File: config.mk
export PLATFORM = sky130hd
export DESIGN_NAME = keypad_scan
export DESIGN_NICKNAME = d
export VERILOG_FILES = /design/src/rtl/keypad_scan.sv
export SDC_FILE = /design/constraint.sdc
export NUM_CORES = 1
export LEC_CHECK = 0
export CAP_MARGIN = 20
export CORE_ASPECT_RATIO = 0.7
export CORE_UTILIZATION = 45
export DETAILED_ROUTE_END_ITERATION = 8
export PLACE_DENSITY = 0.73
export SLEW_MARGIN = 15
export SYNTH_ARGS = -nofsm -noshare
export SYNTH_HDL_FRONTEND = slang
export SYNTH_SLANG_ARGS = --single-unit
File: constraint.sdc
create_clock -name clock -period 5.65 [get_ports clock]
set_input_delay 1.695 -clock clock [delete_from_list [all_inputs] [get_ports clock]]
set_output_delay 1.695 -clock clock [all_outputs]
set_load 0.1 [all_outputs]
File: src/rtl/keypad_scan.sv
// rtl/keypad_scan.sv - 4x4 hex keypad scanner: row strobe, column debounce, one key code per press.
// Define KEYPAD_OPERAND_EN to build the 32-bit operand shift register and clr handling.
module keypad_scan #(
  parameter int SCAN_DIV     = 260000,
  parameter int DEBOUNCE_CNT = 4
) (
  input  logic        clock,
  input  logic        rst,
  input  logic [3:0]  col,
  input  logic        clr,
  output logic [3:0]  row,
  output logic        key_valid,
  output logic [3:0]  key_code,
  output logic [31:0] operand
);

  localparam int         CW      = (SCAN_DIV < 1) ? 1 : $clog2(SCAN_DIV + 1);
  localparam logic [3:0] DEB_MAX = 4'(DEBOUNCE_CNT);

  typedef enum logic [1:0] {
    S_SCAN,
    S_DEBOUNCE,
    S_HELD
  } state_t;

  state_t          state, state_n;
  logic [CW-1:0]   cnt;
  logic            tick;
  logic [3:0]      col_meta, col_sync;
  logic [1:0]      row_idx, row_idx_n;
  logic [1:0]      col_lat, col_lat_n;
  logic [3:0]      deb, deb_n;
  logic [3:0]      rel, rel_n;
  logic            one_low;
  logic            all_high;
  logic [1:0]      col_idx;
  logic            accept;
  logic [3:0]      code;

  // Columns are pulled up and asynchronous; idle value of the synchronizer is all-high.
  always_ff @(posedge clock or negedge rst) begin
    if (!rst) begin
      col_meta <= 4'hF;
      col_sync <= 4'hF;
    end else begin
      col_meta <= col;
      col_sync <= col_meta;
    end
  end

  assign tick = (cnt == CW'(SCAN_DIV));

  always_ff @(posedge clock or negedge rst) begin
    if (!rst) begin
      cnt <= '0;
    end else if (tick) begin
      cnt <= '0;
    end else begin
      cnt <= cnt + CW'(1);
    end
  end

  // Only a single low column is a key; ghosting patterns decode as no key.
  always_comb begin
    one_low = 1'b0;
    col_idx = 2'd0;
    case (col_sync)
      4'b1110: begin one_low = 1'b1; col_idx = 2'd0; end
      4'b1101: begin one_low = 1'b1; col_idx = 2'd1; end
      4'b1011: begin one_low = 1'b1; col_idx = 2'd2; end
      4'b0111: begin one_low = 1'b1; col_idx = 2'd3; end
      default: begin one_low = 1'b0; col_idx = 2'd0; end
    endcase
  end

  assign all_high = &col_sync;
  assign code     = {row_idx, col_idx};

  always_ff @(posedge clock or negedge rst) begin
    if (!rst) begin
      state   <= S_SCAN;
      row_idx <= 2'd0;
      col_lat <= 2'd0;
      deb     <= 4'd0;
      rel     <= 4'd0;
    end else begin
      state   <= state_n;
      row_idx <= row_idx_n;
      col_lat <= col_lat_n;
      deb     <= deb_n;
      rel     <= rel_n;
    end
  end

  always_comb begin
    state_n   = state;
    row_idx_n = row_idx;
    col_lat_n = col_lat;
    deb_n     = deb;
    rel_n     = rel;
    accept    = 1'b0;
    if (tick) begin
      case (state)
        S_SCAN: begin
          if (one_low) begin
            col_lat_n = col_idx;
            if (DEB_MAX <= 4'd1) begin
              accept  = 1'b1;
              deb_n   = 4'd0;
              state_n = S_HELD;
            end else begin
              deb_n   = 4'd1;
              state_n = S_DEBOUNCE;
            end
          end else begin
            row_idx_n = row_idx + 2'd1;
          end
        end
        S_DEBOUNCE: begin
          if (one_low && (col_idx == col_lat)) begin
            if (deb + 4'd1 >= DEB_MAX) begin
              accept  = 1'b1;
              deb_n   = 4'd0;
              state_n = S_HELD;
            end else begin
              deb_n = deb + 4'd1;
            end
          end else begin
            deb_n     = 4'd0;
            row_idx_n = row_idx + 2'd1;
            state_n   = S_SCAN;
          end
        end
        S_HELD: begin
          if (all_high) begin
            if (rel + 4'd1 >= DEB_MAX) begin
              rel_n     = 4'd0;
              row_idx_n = row_idx + 2'd1;
              state_n   = S_SCAN;
            end else begin
              rel_n = rel + 4'd1;
            end
          end else begin
            rel_n = 4'd0;
          end
        end
        default: begin
          state_n = S_SCAN;
          deb_n   = 4'd0;
          rel_n   = 4'd0;
        end
      endcase
    end
  end

  assign row = ~(4'b0001 << row_idx);

  always_ff @(posedge clock or negedge rst) begin
    if (!rst) begin
      key_valid <= 1'b0;
      key_code  <= 4'h0;
    end else begin
      key_valid <= accept;
      if (accept) begin
        key_code <= code;
      end
    end
  end

`ifdef KEYPAD_OPERAND_EN
  // A clear coinciding with an accept leaves only the new nibble.
  always_ff @(posedge clock or negedge rst) begin
    if (!rst) begin
      operand <= 32'h0;
    end else if (accept) begin
      operand <= {(clr ? 28'd0 : operand[27:0]), code};
    end else if (clr) begin
      operand <= 32'h0;
    end
  end
`else
  logic unused_clr;
  assign unused_clr = clr;
  assign operand    = 32'h0;
`endif

endmodule

==> flow_summary_export.csv <==
group,metric,value,unit
outcome,status,"completed",
place,place_ws,2090,ps
power_and_ir_drop,peakVddDrop,133,uV
critical_path,rr_endpoint,"key_code[0]$_DFFE_PN0P_",
timing,fin_setup_tns,0,ps
timing,tightest_slew,974,ps
final_layout,fin_nets,267,
critical_path,crit_family,"buffers and inverters",
synthesis,yosys_register_bits,45,
die,core_area,5230,um^2
synthesis,syn_inst,236,
die,dieArea,5750,um^2
critical_path,worstPathRequired,3950,ps
route,drtAntennaViolNets,0,
timing,setup_violations,0,
critical_path,crit_path_max_fanout,5,
critical_path,max_stage_delay,1120,ps
final_layout,syn2layout_area_growth,9.85,%
die,start_util,0.469,
final_layout,diodes,0,
timing,maxSlewHeadroom,0.348,
critical_path,worst-r2r-cell-count,7,
global_route,grt_pass1_vias,1421,
synthesis,yosysSeqAreaShare,0.463,
clock_tree,cts_tree,"done",
power_and_ir_drop,power_density,268,nW/um^2
critical_path,worstSetupPathType,"register to output pin",
clock_tree,insertion_delay,290,ps
synthesis,syn_area,2450,um^2
worst_hold_path,hold_start,"col_meta[2]$_DFF_PN1_",
route,avgRoutedWirePerCell,11.8,um
route,drc,0,
global_route,grt_pass1_wl,6840,um
route,vias_per_cell,4.87,
clock_tree,cts_sinks,45,
flow_run,cap_violations,0,
timing,period_needed,3870,ps
route,vias,1582,
clock_tree,cts_max_level,2,
die,rows,22,
route,first_iter_violations,70,
power_and_ir_drop,total_leakage_power,1.22,nW
final_layout,filler_cell_count,488,
timing,setup_slack,1780,ps
place,dp_hpwl,2730,um
synthesis,synth_edf_count,0,
place,port_buffers,14,
die,io_pins,48,
clock_tree,clk_pin_slew,80,ps
synthesis,synth.distinct_cells,45,
die,die_w,90.2,um
global_route,grt.overflow.total,0,
clock_tree,cts_resized,0,
critical_path,ff2ff_setup_slack,3340,ps
synthesis,synth_ff_type,"dfrtp_1",
global_route,grt_max_degree,46,
critical_path,critical_path_buf_inv_count,3,
critical_path,cpMostUsedCell,"inv_1",
clock_tree,cts-root-buf,"clkbuf_8",
final_layout,final_util,0.515,
global_route,antenna_found_initial,0,
global_route,grt_use_total,0.150,
route,first_pass_iters,4,
route,totalWireLength,3850,um
power_and_ir_drop,totalPowerFinal,0.723,mW
timing,finalHoldViolCount,0,
timing,fmax,0.259,GHz
timing,finClkSkew,5.16,ps
critical_path,crit_path_cell_trace,"inv_1 > ha_1 > inv_1 > clkdlybuf4s50_1",
timing,fin_crit_sh,0.684,
die,die_h,63.8,um
synthesis,ys_warn_count,0,
timing,slew_violations,0,
timing,rsz0062_at_grt,"false",
clock_tree,post_cts_buffers,0,
place,place.gp.congestion,0.831,
synthesis,async_reset_ff_frac,1.00,
worst_hold_path,min_to,"col_sync[2]$_DFF_PN1_",
clock_tree,cts.path.max_buffers,2,
final_layout,layout-drive-gt1-share,0.130,
worst_hold_path,hold_class,"register to register",
clock_tree,numCtsBuffers,5,
clock_tree,hold_buffers,0,
worst_hold_path,worstHoldPathCells,0,
critical_path,slowest_stage,"clkdlybuf4s50_1",
critical_path,crit_path_start_kind,"register",
critical_path,rr_startpoint,"cnt[0]$_DFF_PN0_",
critical_path,cp-end-kind,"output pin",
synthesis,syn_avg_cell_area,10.4,um^2
critical_path,cp.arrival,2170,ps
## cells in the mapped netlist, types with 2 or more instances
library cell / n / share of area
a21bo_2: 2 / 0.0082
and4_1: 3 / 0.011
nand2b_1: 2 / 0.0051
nand4_1: 7 / 0.018
nand3b_1: 4 / 0.012
inv_1: 13 / 0.020
mux2_2: 8 / 0.037
buf_2: 3 / 0.0061
ha_1: 8 / 0.041
nand3_1: 7 / 0.014
xor2_1: 6 / 0.021
nand4b_1: 2 / 0.0071
dfstp_2: 8 / 0.086
nand2_1: 9 / 0.014
dfrtp_1: 37 / 0.38
or3b_1: 2 / 0.0071
o21ai_0: 4 / 0.0082
nor2_1: 19 / 0.029
a21oi_1: 4 / 0.0082
nor3_1: 9 / 0.018
and3_1: 4 / 0.010
clkbuf_1: 3 / 0.0046
buf_4: 32 / 0.098
xnor2_1: 12 / 0.043
and2_1: 6 / 0.015
mux2_1: 2 / 0.0092
nor4b_1: 2 / 0.0071
## power breakdown
group	internal [mW]	switching, mW
Sequential	0.327	0.00308
Clock	0.176	0.108
Combinational	0.00730	0.102
## cell usage in the layout (no fill, tap or decap), types with 3 or more instances in the layout
cell / n
and2_1: 6
dfstp_2: 8
conb_1: 32
nand4_1: 7
clkdlybuf4s50_1: 13
nor3_1: 8
a21oi_1: 4
dfrtp_1: 37
nor2_1: 19
and3_1: 4
inv_1: 13
clkbuf_8: 5
nand2_1: 9
o21ai_0: 4
xnor2_1: 12
xor2_1: 6
mux2_2: 8
nand3b_1: 4
and4_1: 3
ha_1: 8
nand3_1: 7
## flip-flops by register name, summed over array words and instances, names as in the netlist
register / cells
row_idx: 2
key_code: 4
rel: 4
col_sync: 4
state: 2
col_lat: 2
col_meta: 4
cnt: 18
deb: 4
key_valid: 1
## worst reg2reg max path: stages, from the launching register on
cell and delay, ps:
dfrtp_1 450, inv_1 100, ha_1 170, nand4b_1 100, nor4_1 310, nand3_1 260, nor4_4 440, mux2_2 370
## cell type report
cell class,instances,area [um^2],area share
clock buffer,5,68.8,0.0255
clock inverter,3,65.1,0.0242
inverter,13,48.8,0.0181
multi-input combinational,171,1120,0.417
sequential,45,1140,0.422
tap,72,90.1,0.0334
timing repair buffer,16,163,0.0604
## per-layer routing
metal	wire length (um)	global-route usage
met5	0	0
met4	59	0.0766
met1	2050	0.217
met2	1600	0.207
met3	134	0.0381
## cells by family after synthesis
group / after synthesis / synth area share
other: 1 / 0.00153
AO/OA/AOI/OAI: 22 / 0.0668
multiplexers: 10 / 0.0459
buffers and inverters: 51 / 0.129
flip-flops: 45 / 0.463
adder cells (fa/ha/maj): 8 / 0.0408
XOR/XNOR: 18 / 0.0643
AND/OR/NAND/NOR: 81 / 0.189
## worst max path at each step
stage                           start  endpoint  slack [ps]  cells after the start
6_report       row_idx[0]$_DFFE_PN0P_    row[2]        1780                      4
5_1_grt        row_idx[0]$_DFFE_PN0P_    row[0]        1650                      4
4_1_cts        row_idx[0]$_DFFE_PN0P_    row[2]        1750                      4
3_5_place_dp   row_idx[0]$_DFFE_PN0P_    row[2]        2090                      4
3_3_place_gp   row_idx[0]$_DFFE_PN0P_    row[0]        2110                      4
2_1_floorplan  row_idx[0]$_DFFE_PN0P_    row[0]        2720                      3
## metrics by stage
step           cells  hold WS [ps]  instance area (um^2)
4_1_cts          324           360                  2670
2_1_floorplan    267           345                  2570
6_report         325           358                  2690
3_3_place_gp     316           347                  2540
3_5_place_dp     316           347                  2540
5_1_grt          325           364                  2690
(Power assumes the default switching activity.)
